File: src/rtl/pipeline_pkg.sv
// Shared Fetch->Decode pipeline types: the queued entry layout and its bubble value.
package pipeline_pkg;

  localparam int PKG_INSTR_WIDTH = 32;
  localparam int PKG_PC_WIDTH    = 32;

  typedef struct packed {
    logic [PKG_INSTR_WIDTH-1:0] instruction;
    logic [PKG_PC_WIDTH-1:0]    pc;
    logic                       take_jb;
  } FetchEntry_t;

  localparam FetchEntry_t NOP_ENTRY = '0;

  // Queue depth must be a power of two so the pointers wrap on their own.
  function automatic bit depthIsLegal(input int depth);
    return (depth >= 2) && (depth <= 16) && ((depth & (depth - 1)) == 0);
  endfunction

endpackage

File: src/rtl/sync_fifo_ctrl.sv
// Pointer/occupancy bookkeeping for an in-order queue with reset > flush > push/pop priority.
module sync_fifo_ctrl #(
  parameter  int DEPTH     = 4,
  localparam int PTR_WIDTH = $clog2(DEPTH),
  localparam int CNT_WIDTH = $clog2(DEPTH) + 1
) (
  input  logic                 clk_i,
  input  logic                 rst_ni,
  input  logic                 flush_i,
  input  logic                 push_req_i,
  input  logic                 pop_req_i,
  output logic                 wr_en_o,
  output logic [PTR_WIDTH-1:0] wr_ptr_o,
  output logic [PTR_WIDTH-1:0] rd_ptr_o,
  output logic [CNT_WIDTH-1:0] count_o,
  output logic                 full_o,
  output logic                 empty_o
);

  logic [PTR_WIDTH-1:0] wr_ptr_q, wr_ptr_d;
  logic [PTR_WIDTH-1:0] rd_ptr_q, rd_ptr_d;
  logic [CNT_WIDTH-1:0] count_q, count_d;
  logic                 push, pop;

  // Full/empty come from the registered count only, so ready never depends on the consumer.
  assign full_o  = (count_q == CNT_WIDTH'(DEPTH));
  assign empty_o = (count_q == '0);
  assign push    = push_req_i & ~full_o;
  assign pop     = pop_req_i & ~empty_o;
  assign wr_en_o = push & ~flush_i;

  assign wr_ptr_o = wr_ptr_q;
  assign rd_ptr_o = rd_ptr_q;
  assign count_o  = count_q;

  // Next-state: flush empties the queue and swallows any same-cycle push or pop.
  always_comb begin
    wr_ptr_d = wr_ptr_q;
    rd_ptr_d = rd_ptr_q;
    count_d  = count_q;
    if (flush_i) begin
      wr_ptr_d = '0;
      rd_ptr_d = '0;
      count_d  = '0;
    end else begin
      if (push) wr_ptr_d = wr_ptr_q + PTR_WIDTH'(1);
      if (pop)  rd_ptr_d = rd_ptr_q + PTR_WIDTH'(1);
      unique case ({push, pop})
        2'b10:   count_d = count_q + CNT_WIDTH'(1);
        2'b01:   count_d = count_q - CNT_WIDTH'(1);
        default: count_d = count_q;
      endcase
    end
  end

  // State registers with synchronous active-low reset.
  always_ff @(posedge clk_i) begin
    if (!rst_ni) begin
      wr_ptr_q <= '0;
      rd_ptr_q <= '0;
      count_q  <= '0;
    end else begin
      wr_ptr_q <= wr_ptr_d;
      rd_ptr_q <= rd_ptr_d;
      count_q  <= count_d;
    end
  end

`ifndef SYNTHESIS
  assert property (@(posedge clk_i) disable iff (!rst_ni) count_q <= CNT_WIDTH'(DEPTH));
`endif

endmodule

File: src/rtl/fetch_decode_queue.sv
// DEPTH-entry in-order Fetch->Decode queue with valid/ready on both sides and flush.
module fetch_decode_queue
  import pipeline_pkg::*;
#(
  parameter  int INSTR_WIDTH = PKG_INSTR_WIDTH,
  parameter  int PC_WIDTH    = PKG_PC_WIDTH,
  parameter  int DEPTH       = 4,
  localparam int CNT_WIDTH   = $clog2(DEPTH) + 1
) (
  input  logic                   iClk,
  input  logic                   iRstN,
  input  logic                   iFlushD,
  input  logic                   iValidF,
  input  logic [INSTR_WIDTH-1:0] iInstructionF,
  input  logic [PC_WIDTH-1:0]    iPCF,
  input  logic                   iTakeJBF,
  output logic                   oReadyF,
  output logic                   oValidD,
  input  logic                   iReadyD,
  output logic [INSTR_WIDTH-1:0] oInstructionD,
  output logic [PC_WIDTH-1:0]    oPCD,
  output logic                   oTakeJBD,
  output logic [CNT_WIDTH-1:0]   oCount
);

  localparam int PTR_WIDTH = $clog2(DEPTH);

  if (!depthIsLegal(DEPTH)) begin : gIllegalDepth
    $error("fetch_decode_queue: DEPTH must be a power of two in 2..16");
  end
  if ((INSTR_WIDTH != PKG_INSTR_WIDTH) || (PC_WIDTH != PKG_PC_WIDTH)) begin : gWidthMismatch
    $error("fetch_decode_queue: widths must match the pipeline_pkg entry layout");
  end

  FetchEntry_t          mem_q [DEPTH];
  FetchEntry_t          fetchEntry;
  FetchEntry_t          headEntry;
  logic                 wrEn;
  logic [PTR_WIDTH-1:0] wrPtr, rdPtr;
  logic                 full, empty;

  sync_fifo_ctrl #(.DEPTH(DEPTH)) uCtrl (
    .clk_i      (iClk),
    .rst_ni     (iRstN),
    .flush_i    (iFlushD),
    .push_req_i (iValidF),
    .pop_req_i  (iReadyD),
    .wr_en_o    (wrEn),
    .wr_ptr_o   (wrPtr),
    .rd_ptr_o   (rdPtr),
    .count_o    (oCount),
    .full_o     (full),
    .empty_o    (empty)
  );

  assign fetchEntry = {iInstructionF, iPCF, iTakeJBF};

  // Storage: cleared on reset, written at the write pointer on an accepted push.
  always_ff @(posedge iClk) begin
    if (!iRstN) begin
      for (int i = 0; i < DEPTH; i++) mem_q[i] <= NOP_ENTRY;
    end else if (wrEn) begin
      mem_q[wrPtr] <= fetchEntry;
    end
  end

  // An empty queue presents a NOP bubble rather than stale storage.
  assign headEntry     = empty ? NOP_ENTRY : mem_q[rdPtr];
  assign oReadyF       = ~full;
  assign oValidD       = ~empty;
  assign oInstructionD = headEntry.instruction;
  assign oPCD          = headEntry.pc;
  assign oTakeJBD      = headEntry.take_jb;

`ifndef SYNTHESIS
  assert property (@(posedge iClk) (iRstN && !iFlushD && oValidD && !iReadyD)
                   |=> $stable({oInstructionD, oPCD, oTakeJBD}));
`endif

endmodule
File: config.mk
export PLATFORM = sky130hd
export DESIGN_NAME = fetch_decode_queue
export DESIGN_NICKNAME = d
export VERILOG_FILES = /design/src/rtl/pipeline_pkg.sv /design/src/rtl/sync_fifo_ctrl.sv /design/src/rtl/fetch_decode_queue.sv
export SDC_FILE = /design/constraint.sdc
export NUM_CORES = 1
export LEC_CHECK = 0
export BUFFER_PORTS_ARGS = -buffer_cell sky130_fd_sc_hd__buf_2
export CORE_ASPECT_RATIO = 1.75
export CORE_MARGIN = 1
export CORE_UTILIZATION = 30
export DETAILED_ROUTE_END_ITERATION = 12
export SLEW_MARGIN = 20
export SYNTH_ARGS = -nofsm -noshare
export SYNTH_HDL_FRONTEND = slang
export SYNTH_SLANG_ARGS = --single-unit
export TNS_END_PERCENT = 100
File: constraint.sdc
create_clock -name iClk -period 8.2 [get_ports iClk]
set_input_delay 0.82 -clock iClk [delete_from_list [all_inputs] [get_ports iClk]]
set_output_delay 0.82 -clock iClk [all_outputs]
set_load 0.05 [all_outputs]
Word-level counts from Yosys, hierarchy flattened. Memory sizes are Yosys's and may differ from the RTL's. A register that Yosys moved wholly into a read port is not among the register bits. Index checks and enable logic that the tools add are counted.

Bits in registers: 7. RAM bits: 260. Input port bits: 70. Output and inout port bits: 70. Logic and storage cells: 33. Memories kept: 1.

$add $sub $neg: 4. Eq/ne operators: 3. Muxes and demuxes: 11. Bitwise logic cells: 7. Reduce and logical (&&, ||, !) cells: 4.

Memories: mem_q (words 4, width 65, read ports 1, clocked after memory_dff 1, write ports 4, line fetch_decode_queue.sv:35) `FetchEntry_t mem_q [DEPTH];`.

Operators by type and width (number): $mux W65 (2); $reduce_or A65 Y1 (1); $mux W2 (3); $pmux W3 S2 (1); $mux W1 (5); $add A2 B1 Y2 const B (2); $not A1 Y1 (4); $add A3 B1 Y3 const B (1); $and A1 B1 Y1 (3); $eq A3 B3 Y1 const B (1); $logic_not A3 Y1 (1); $sub A3 B1 Y3 const B (1); $eq A2 B1 Y1 const B (1); $eq A2 B2 Y1 const B (1); $reduce_bool A2 Y1 (1); $reduce_or A2 Y1 (1).

Longest topological paths before layout. Gate-level depths: netlist of run 1.

Word-level depth: 9. Depth in mapped cells: 9. Gate-level depth less buffers: 9.

Cells and area by module. From an unflattened synthesis of run 1, not the netlist that was laid out.

Cell total of the unflattened synthesis: 834. Area, all modules: 12042.8 um^2.

Modules (own cells, without submodules): fetch_decode_queue (times used 1, cells each 792, area an instance 11671.2 um^2, sequential area each 7807.5 um^2); sync_fifo_ctrl (times used 1, cells each 42, area an instance 371.6 um^2, sequential area each 140.1 um^2).

Worst setup path after synthesis of run 1. Ideal clock, no wire load.

Path kind: reg2reg. Start: register uCtrl.count_q[0], in the netlist uCtrl.count_o[0]. End: memory mem_q[3][0] (netlist name) (enable). Setup time: 578 ps. Arrival: 6060 ps. Required time: 7622 ps. Setup slack: 1562 ps. Stages on the path, launching flop included: 5. Buffers on the path: 0. Cell sequence: dfxtp_1 -> nor3b_4 -> inv_1 -> nand3_1 -> o21ai_0.

RTL lines: start: declaration (line sync_fifo_ctrl.sv:22) `logic [CNT_WIDTH-1:0] count_q, count_d;`; start signal: assignment (line sync_fifo_ctrl.sv:65) `count_q <= count_d;`; end: declaration (line fetch_decode_queue.sv:35).

==> results of run 1 <==
[cells in the final DEF, fill, tap and decap left out, types with 2 or more instances in the layout]
master and instances:
or3_1 2, and2_1 326, xor2_1 4, nor2_1 6, buf_4 9, diode_2 3, buf_16 2, clkinv_2 6
clkinvlp_4 2, clkbuf_16 25, nand2b_1 2, buf_2 139, o21ai_0 2, dfxtp_4 2, inv_1 6, mux4_2 65
edfxtp_1 260, a21oi_1 3, dfxtp_1 7, nor4b_4 2, nand2b_4 3, clkbuf_8 3, clkbuf_1 6
[flip-flops by register name, summed over array words and instances (netlist names), named ones only]
name,flops
uCtrl.rd_ptr_o,2
mem_q,260
uCtrl.count_o,3
uCtrl.wr_ptr_o,2
[path summary, 6_finish.rpt]
kind | startpoint | end | slack, ns | depth (start not counted)
max | register | oInstructionD[30] | 4.24 | 4
min | uCtrl.rd_ptr_o[1]$_SDFFE_PP0N_ | uCtrl.rd_ptr_o[1]$_SDFFE_PP0N_ | 0.53 | 2
max reg2reg | uCtrl.count_o[0]$_SDFFE_PP0P_ | mem_q[0][53]$_SDFFCE_PN0P_ | 5.18 | 5
min reg2reg | uCtrl.rd_ptr_o[1]$_SDFFE_PP0N_ | uCtrl.rd_ptr_o[1]$_SDFFE_PP0N_ | 0.53 | 2
[per-layer routing]
| layer | global-route usage [%] | vias up | share of wire, % |
|---|---|---|---|
| li1 | - | 2987 | - |
| met1 | 16.6 | 3353 | 40 |
| met2 | 25.4 | 155 | 53 |
| met3 | 1.98 | 46 | 4.3 |
| met4 | 5.30 | 2 | 2.7 |
| met5 | 0 | - | 0.064 |
[cells in the mapped netlist]
cell type	instances
a21o_1	1
a21oi_1	3
and2_1	326
buf_1	5
buf_2	3
buf_4	5
buf_6	20
clkbuf_1	16
dfxtp_1	9
edfxtp_1	260
fa_1	1
ha_1	1
inv_1	6
mux4_2	65
nand2_1	1
nand2b_1	5
nand3_1	1
nand3b_4	1
nor2_1	6
nor2_2	1
nor2b_1	1
nor3b_4	1
nor4_4	1
nor4b_4	2
o21ai_0	3
o311ai_0	1
o31ai_1	1
or3_1	3
xor2_1	4
[cells by family after synthesis]
group | Yosys count | share of synthesized area (%)
compound gates | 9 | 0.441
fa+ha+maj | 2 | 0.267
flops | 269 | 65.5
xor+xnor | 4 | 0.287
simple gates | 349 | 18.4
buf+inv | 55 | 3.11
mux | 65 | 12.0
[power groups by stage]
stage	clock, mW	sequential, mW	combinational [mW]
floorplan	0	1.62	0.156
global placement	0	1.62	0.235
detailed placement	0	1.62	0.239
CTS	1.16	1.59	0.240
global route	1.21	1.60	0.254
finish	1.13	1.59	0.235
[metrics by stage]
stage | hold slack (ns) | area (sq um)
6_report | 0.531 | 14100
5_1_grt | 0.572 | 14100
4_1_cts | 0.532 | 14100
3_5_place_dp | 0.508 | 13300
3_3_place_gp | 0.501 | 13300
2_1_floorplan | 0.485 | 12200
[final cells by class]
class / count / area share, %
sequential: 269 / 56.5
multi-input combinational: 429 / 27.3
timing repair buffer: 152 / 6.01
clock buffer: 34 / 4.87
tap: 495 / 4.38
clock inverter: 11 / 0.672
inverter: 6 / 0.159
antenna: 3 / 0.0531
[worst max-delay path, cell delays in order (launching register included)]
cell	delay [ns]
dfxtp_4	0.80
buf_4	0.78
mux4_2	0.58
and2_1	0.20
buf_2	0.22
==> metrics, run 1 <==
status completed; Non-Filler Instances roughly 1,400; Nets about 960; IO Port Bufs ~140; row count 97; final hold violations 0; Synth warnings 0; number of fill cells in the layout 3,862; Post-CTS Setup Inserts 0; first-pass GRT wire length between 40,000 and 50,000 microns; sw frac 23.0%; number of global-route vias before repair around 7,000; gr ovfl total 0; synth top area cells edfxtp_1 64%, and2_1 17%, mux4_2 12%, buf_6 1.8%, dfxtp_1 1.5%; NetSw a little under 0.7 mW; final worst path period share around half; Setup crit start kind register; Hold Path Class register to register; clock root buffer clkbuf_16; Core Region roughly 40,000 sq um; cts bufs inserted 25; Total Die Area approximately 41,000 sq um; clk buf depth 3; area grow syn2layout 16.0%; combinational power share between 7 and 8%; max_cap viols 0; clk_skew approximately 0.011 ns; final core utilization about a third; average footprint of a synthesized cell between 15 and 20 sq um; share of layout cells above drive strength 1 between 20 and 30%; largest fanout on the critical path 37; Slew Limit Headroom 30.4%; sequential element share of the synthesized area about two thirds; post_cts resized 0; flops & latches, synth approximately 270; DR pass1 iterations 4; pre-CTS worst setup slack between 4 and 5 ns; Crit path required time roughly 7.4 ns; Vias/cell around 4.7; drt initial violations around 370; top cell type's share of synthesized area 64.0%; Die Height 269 microns; final worst-path setup slack between 4 and 5 ns; Placed Instances ~1,400; largest net degree at the start of global routing 67; syn nets ~830; maximum VDD drop roughly 130 uV; GR Util All Layers between 10% and 20%; post-DP HPWL around 15,000 microns; CTS tree done; Wirelength per Cell about 20 microns; Static Leakage 5.29 nW; gpl congestion 0.674; Critical Path AT 3.14 ns; Max Slew Vio Count 0; Power Density around 210 nW/um^2; synthesized area approximately 12,000 sq um; total power around 3.0 mW; register area 8000 sq um; initial antenna violation count 5; Synth Instances around 750; Worst Path Class, Setup register to primary output; Clock Sinks 269; latest clock arrival within the worst-skew pair approximately 0.53 ns; library cells used by synthesis 29; worst-margin pin slew about 1.0 ns; unrepaired setup endpoints after global routing no; Setup TNS 0 ns; clock network fraction of total power a little under two fifths; Multi-input gate area 3870 sq um; DRC Markers 0; H-tree depth 1; Reg power frac between 50 and 60%; internal power consumption 2.28 mW; Synth area leader edfxtp_1; Die X 154 microns; Crit. End Element primary output; Max Clk Rate approximately 0.25 GHz; hold_buf cts 0; vias ~6,500; drt total wl around 28,000 microns; Detail Route Antenna Nets 0; CTS clock-pin slew for the worst setup and hold paths 0.06 ns; Tmin final approximately 4.0 ns; Initial Utilization ~30%; final setup vio count 0; I/O pin count 140
Power figures use the tool's default switching activity.
==> run 2, diff against run 1 <==
==> constraint.sdc (replaced) <==
create_clock -name iClk -period 4 [get_ports iClk]
set_input_delay 0.4 -clock iClk [delete_from_list [all_inputs] [get_ports iClk]]
set_output_delay 0.4 -clock iClk [all_outputs]
set_load 0.05 [all_outputs]
==> run 2 against run 1 <==
Global-route usage fell by 0.13 points. Combinational power rose by 110%. Count of clock-buffer cells in the layout fell by 5. Critical endpoint is now oPCD[13]. Final cell count rose by 0.36%. Final area rose by 1.2%. Clock skew fell by 0.0029 ns. Utilization rose by 0.42 points. Via count fell by 0.38%. Critical path depth did not move. First-iteration DRC count fell by 30%. Clock power rose by 130%.
==> metrics, run 2 (synthesized netlist as in run 1, its figures left out) <==
Static Leakage ~5.4 nW; cell area after placement ~13,000 sq um; gr ovfl total 0; Crit. End Element primary output; clock root buffer clkbuf_16; largest net degree at the start of global routing 67; vias ~6,500; Die Height between 200 and 300 microns; Slew Limit Headroom around 39%; Post-CTS Setup Inserts 0; Crit path required time around 3.6 ns; Die X 154 microns; Max Clk Rate 0.344 GHz; DR pass1 iterations 4; status completed; pre-CTS worst setup slack about 1.5 ns; Clock Sinks 269; hold_buf cts 0; worst-margin pin slew about 0.91 ns; latest clock arrival within the worst-skew pair about 0.54 ns; Detail Route Antenna Nets 0; commonest non-fill, non-tap cell in the layout and2_1; max_cap viols 0; row count 97; drt total wl roughly 28,000 microns; Max Slew Vio Count 0; DRC Markers 0; final worst path period share 72.8%; I/O pin count between 100 and 150; IO Port Bufs about 140; uppermost layer routed met5; area grow syn2layout 17.4%; CTS clock-pin slew for the worst setup and hold paths 0.06 ns; hold slack around 0.16 ns; drt initial violations 262; H-tree depth 1; max FFs per register between 200 and 300; Top reg by flops mem_q; post_cts resized 0; cts bufs inserted 26; number of fill cells in the layout 3,846; post-DP HPWL between 15,000 and 20,000 microns; Critical Path AT around 2.5 ns; largest fanout on the critical path between 40 and 50; Total Die Area between 40,000 and 50,000 sq um; total power between 6 and 7 mW; final worst-path setup slack between 1 and 1.5 ns; final setup vio count 0; Setup TNS 0 ns; Setup crit start kind register; R2R Setup Slk roughly 1.5 ns; clk_skew a little under 0.008 ns; Core Region between 40,000 and 50,000 sq um; Power Density roughly 450 nW/um^2; Worst Path Class, Setup register to primary output; Hold Path Class primary input to register; Non-Filler Instances 1,404; final hold violations 0; register area roughly 8000 sq um; first-pass GRT wire length around 42,000 microns; maximum VDD drop ~250 uV; clk buf depth 3; Vias/cell between 4 and 5; share of layout cells above drive strength 1 30.1%; Multi-input gate area 3870 sq um; Nets between 900 and 1,000; post-route design area ~14,000 sq um; GR Util All Layers approximately 14%; initial antenna violation count 12; most frequent cells in the layout 326 x and2_1, 260 x edfxtp_1, 139 x buf_2; WL met2 between 15,000 and 20,000 microns; number of global-route vias before repair ~7,000; Initial Utilization between 30 and 40%; Wirelength per Cell approximately 20 microns; Tmin final roughly 2.9 ns; Placed Instances between 1,000 and 1,500; Metal-1 WL about 11,000 microns; CTS tree done; unrepaired setup endpoints after global routing no; Met3 Routed Length approximately 1200 microns; final core utilization 35.7%; gpl congestion 0.697
## run 2: cell count changes in the layout (fill, tap and decap cells not counted), sizes merged
cell,delta
buf,+1
bufinv,+4
clkbuf,-5
clkinv,+2
diode,+2
inv,+1
## run 2: where the power goes
| part | total [mW] | internal (mW) | switching (mW) |
|---|---|---|---|
| Clock | 2.63 | 1.56 | 1.07 |
| Sequential | 3.26 | 3.22 | 0.0344 |
| Combinational | 0.495 | 0.167 | 0.328 |
| Total | 6.38 | 4.95 | 1.44 |
## run 2: final timing paths
path	end	cells after the start	start
worst max register to register	uCtrl.count_o[2]$_SDFFE_PP0P_	9	uCtrl.count_o[2]$_SDFFE_PP0P_
worst max-delay path	oPCD[13]	4	uCtrl.count_o[0]$_SDFFE_PP0P_
worst min-delay path	mem_q[2][3]$_SDFFCE_PN0P_	2	iPCF[2]
worst min register to register	uCtrl.rd_ptr_o[1]$_SDFFE_PP0N_	2	uCtrl.rd_ptr_o[1]$_SDFFE_PP0N_
## run 2: layout make-up
class / instances / share of cell area (%)
timing repair buffer: 153 / 6.21
multi-input combinational: 429 / 27.0
clock inverter: 18 / 1.58
inverter: 6 / 0.157
antenna: 5 / 0.0874
tap: 495 / 4.33
sequential: 269 / 55.9
clock buffer: 29 / 4.77
## run 2: per-layer routing
metal / track usage [%] / vias up
met1: 15.3 / 3333
met3: 2.78 / 47
met2: 25.7 / 123
met4: 5.59 / 10
li1: - / 3005
met5: 0 / -
## run 2: worst max-delay path: stages (launching register included)
cell,delay [ns]
dfxtp_1,0.51
or3_2,0.51
buf_4,0.45
and2_1,0.20
buf_2,0.26
==> run 3, diff against run 2 <==
==> constraint.sdc (replaced) <==
create_clock -name iClk -period 2.9 [get_ports iClk]
set_input_delay 0.29 -clock iClk [delete_from_list [all_inputs] [get_ports iClk]]
set_output_delay 0.29 -clock iClk [all_outputs]
set_load 0.05 [all_outputs]
==> run 3 against run 2 <==
Final cell count rose by 0.21%. Via count grew 0.29%. First-iteration DRC count is 3.1% higher. Total power is 32% higher. Worst setup slack lost 0.93 ns. Die area unchanged. Final area decreased by 0.10%. Sequential power is 38% higher. Non-clock buffer count rose by 7. Largest power group unchanged.
==> metrics, run 3 (synthesized netlist as in run 1, its figures left out) <==
drt total wl approximately 29,000 microns; Die X approximately 150 microns; Crit. End Element primary output; DRC Markers 0; final hold violations 0; first-pass GRT wire length 42,400 microns; Initial Utilization between 30% and 40%; share of layout cells above drive strength 1 30.4%; cell area after placement 13,500 sq um; Buf/Inv on CP 2; Total Die Area 41,500 sq um; CP cell instances or3_2 > buf_12 > and2_1 > buf_2; Hold Path Class primary input to register; post-route design area between 10,000 and 15,000 sq um; final setup vio count 0; crit-path leading delay family simple AND/OR/NAND/NOR gates; Wirelength per Cell between 20 and 25 microns; CTS clock-pin slew for the worst setup and hold paths around 0.070 ns; commonest non-fill, non-tap cell in the layout and2_1; hold_buf cts 0; max FFs per register between 200 and 300; vias ~6,500; initial antenna violation count 6; maximum VDD drop 274 uV; Critical Path AT between 2 and 2.5 ns; GR Util All Layers between 10% and 20%; clk_skew a little under 0.01 ns; CTS tree done; largest net degree at the start of global routing between 60 and 70; status completed; number of global-route vias before repair between 7,000 and 8,000; unrepaired setup endpoints after global routing no; Power Density ~600 nW/um^2; worst-margin pin slew 0.832 ns; gpl congestion ~0.72; clk buf depth 3; Post-CTS Setup Inserts 0; Detail Route Antenna Nets 0; Core Region between 40,000 and 50,000 sq um; most frequent cells in the layout 326 x and2_1, 260 x edfxtp_1, 139 x buf_2; Max Slew Vio Count 0; Top reg by flops mem_q; Setup crit start kind register; Die Height around 270 microns; Worst Path Class, Setup register to primary output; Nets 963; Tmin final 2.74 ns; final worst path period share between 90% and 100%; clock root buffer clkbuf_16; gr ovfl total 0; Static Leakage between 5 and 6 nW; drt initial violations 270; DR pass1 iterations 4; IO Port Bufs ~140; I/O pin count 140; Clock Sinks ~270; Vias/cell 4.65; slowest CP cell or3_2; post_cts resized 0; Slew Limit Headroom roughly 45%; largest fanout on the critical path 38; Crit path required time approximately 2.6 ns; latest clock arrival within the worst-skew pair roughly 0.53 ns; row count slightly below 100; cts bufs inserted 25; H-tree depth 1; post-DP HPWL around 17,000 microns; max_cap viols 0; Max Clk Rate about 0.37 GHz; Setup TNS 0 ns; slowest stage delay, CP around 0.79 ns; area grow syn2layout 17.3%
-- run 3: through the flow --
step / worst slack (ns) / utilization (%) / total power, mW / hold WS [ns] / instances
after CTS: 0.112 / 35.7 / 8.56 / 0.0388 / 1404
after global placement: 0.561 / 33.7 / 5.27 / 0.501 / 1359
after detailed placement: 0.445 / 33.7 / 5.29 / 0.519 / 1359
after floorplan: 0.110 / - / 5.01 / 0.485 / 753
final: 0.161 / 35.7 / 8.45 / 0.0670 / 1407
after global routing: 0.0624 / 35.7 / 8.73 / 0.0537 / 1405
-- run 3: final cells by class --
class | instances | area (sq um)
fill | 3849 | 25800
sequential | 269 | 8000
multi-input combinational | 429 | 3870
timing repair buffer | 160 | 991
clock buffer | 32 | 652
tap | 495 | 619
clock inverter | 13 | 141
inverter | 6 | 22.5
antenna | 3 | 7.51
-- run 3: power breakdown --
group | internal [mW] | switching, mW
clock | 1.86 | 1.41
combinational | 0.238 | 0.450
sequential | 4.45 | 0.0522
-- run 3: layer usage --
metal | vias up | global-route usage (%) | part of all wire, %
li1 | 3000 | - | -
met1 | 3374 | 15.0 | 37
met2 | 117 | 27.9 | 56
met3 | 42 | 2.52 | 4.4
met4 | 4 | 4.44 | 2.2
met5 | - | 0 | 0.094
-- run 3: final timing paths --
| path | start | end | slack [ns] | cells past startpoint |
|---|---|---|---|---|
| setup reg to reg | uCtrl.count_o[2]$_SDFFE_PP0P_ | uCtrl.count_o[2]$_SDFFE_PP0P_ | 0.44 | 9 |
| hold reg to reg | uCtrl.count_o[2]$_SDFFE_PP0P_ | uCtrl.count_o[2]$_SDFFE_PP0P_ | 0.53 | 2 |
| hold / removal | iPCF[1] | mem_q[3][2]$_DFFE_PP_ | 0.07 | 2 |
| setup / recovery | uCtrl.count_o[1]$_SDFFE_PP0P_ | oPCD[6] | 0.16 | 4 |
-- run 3: worst register-to-register path: cells and delay by family (launching register included) --
| family | cells | cell delay, ns |
|---|---|---|
| simple gates | 3 | 0.92 |
| fa+ha+maj | 2 | 0.56 |
| flops | 1 | 0.38 |
| buf+inv | 2 | 0.21 |
| xor+xnor | 1 | 0.16 |
| compound gates | 1 | 0.14 |
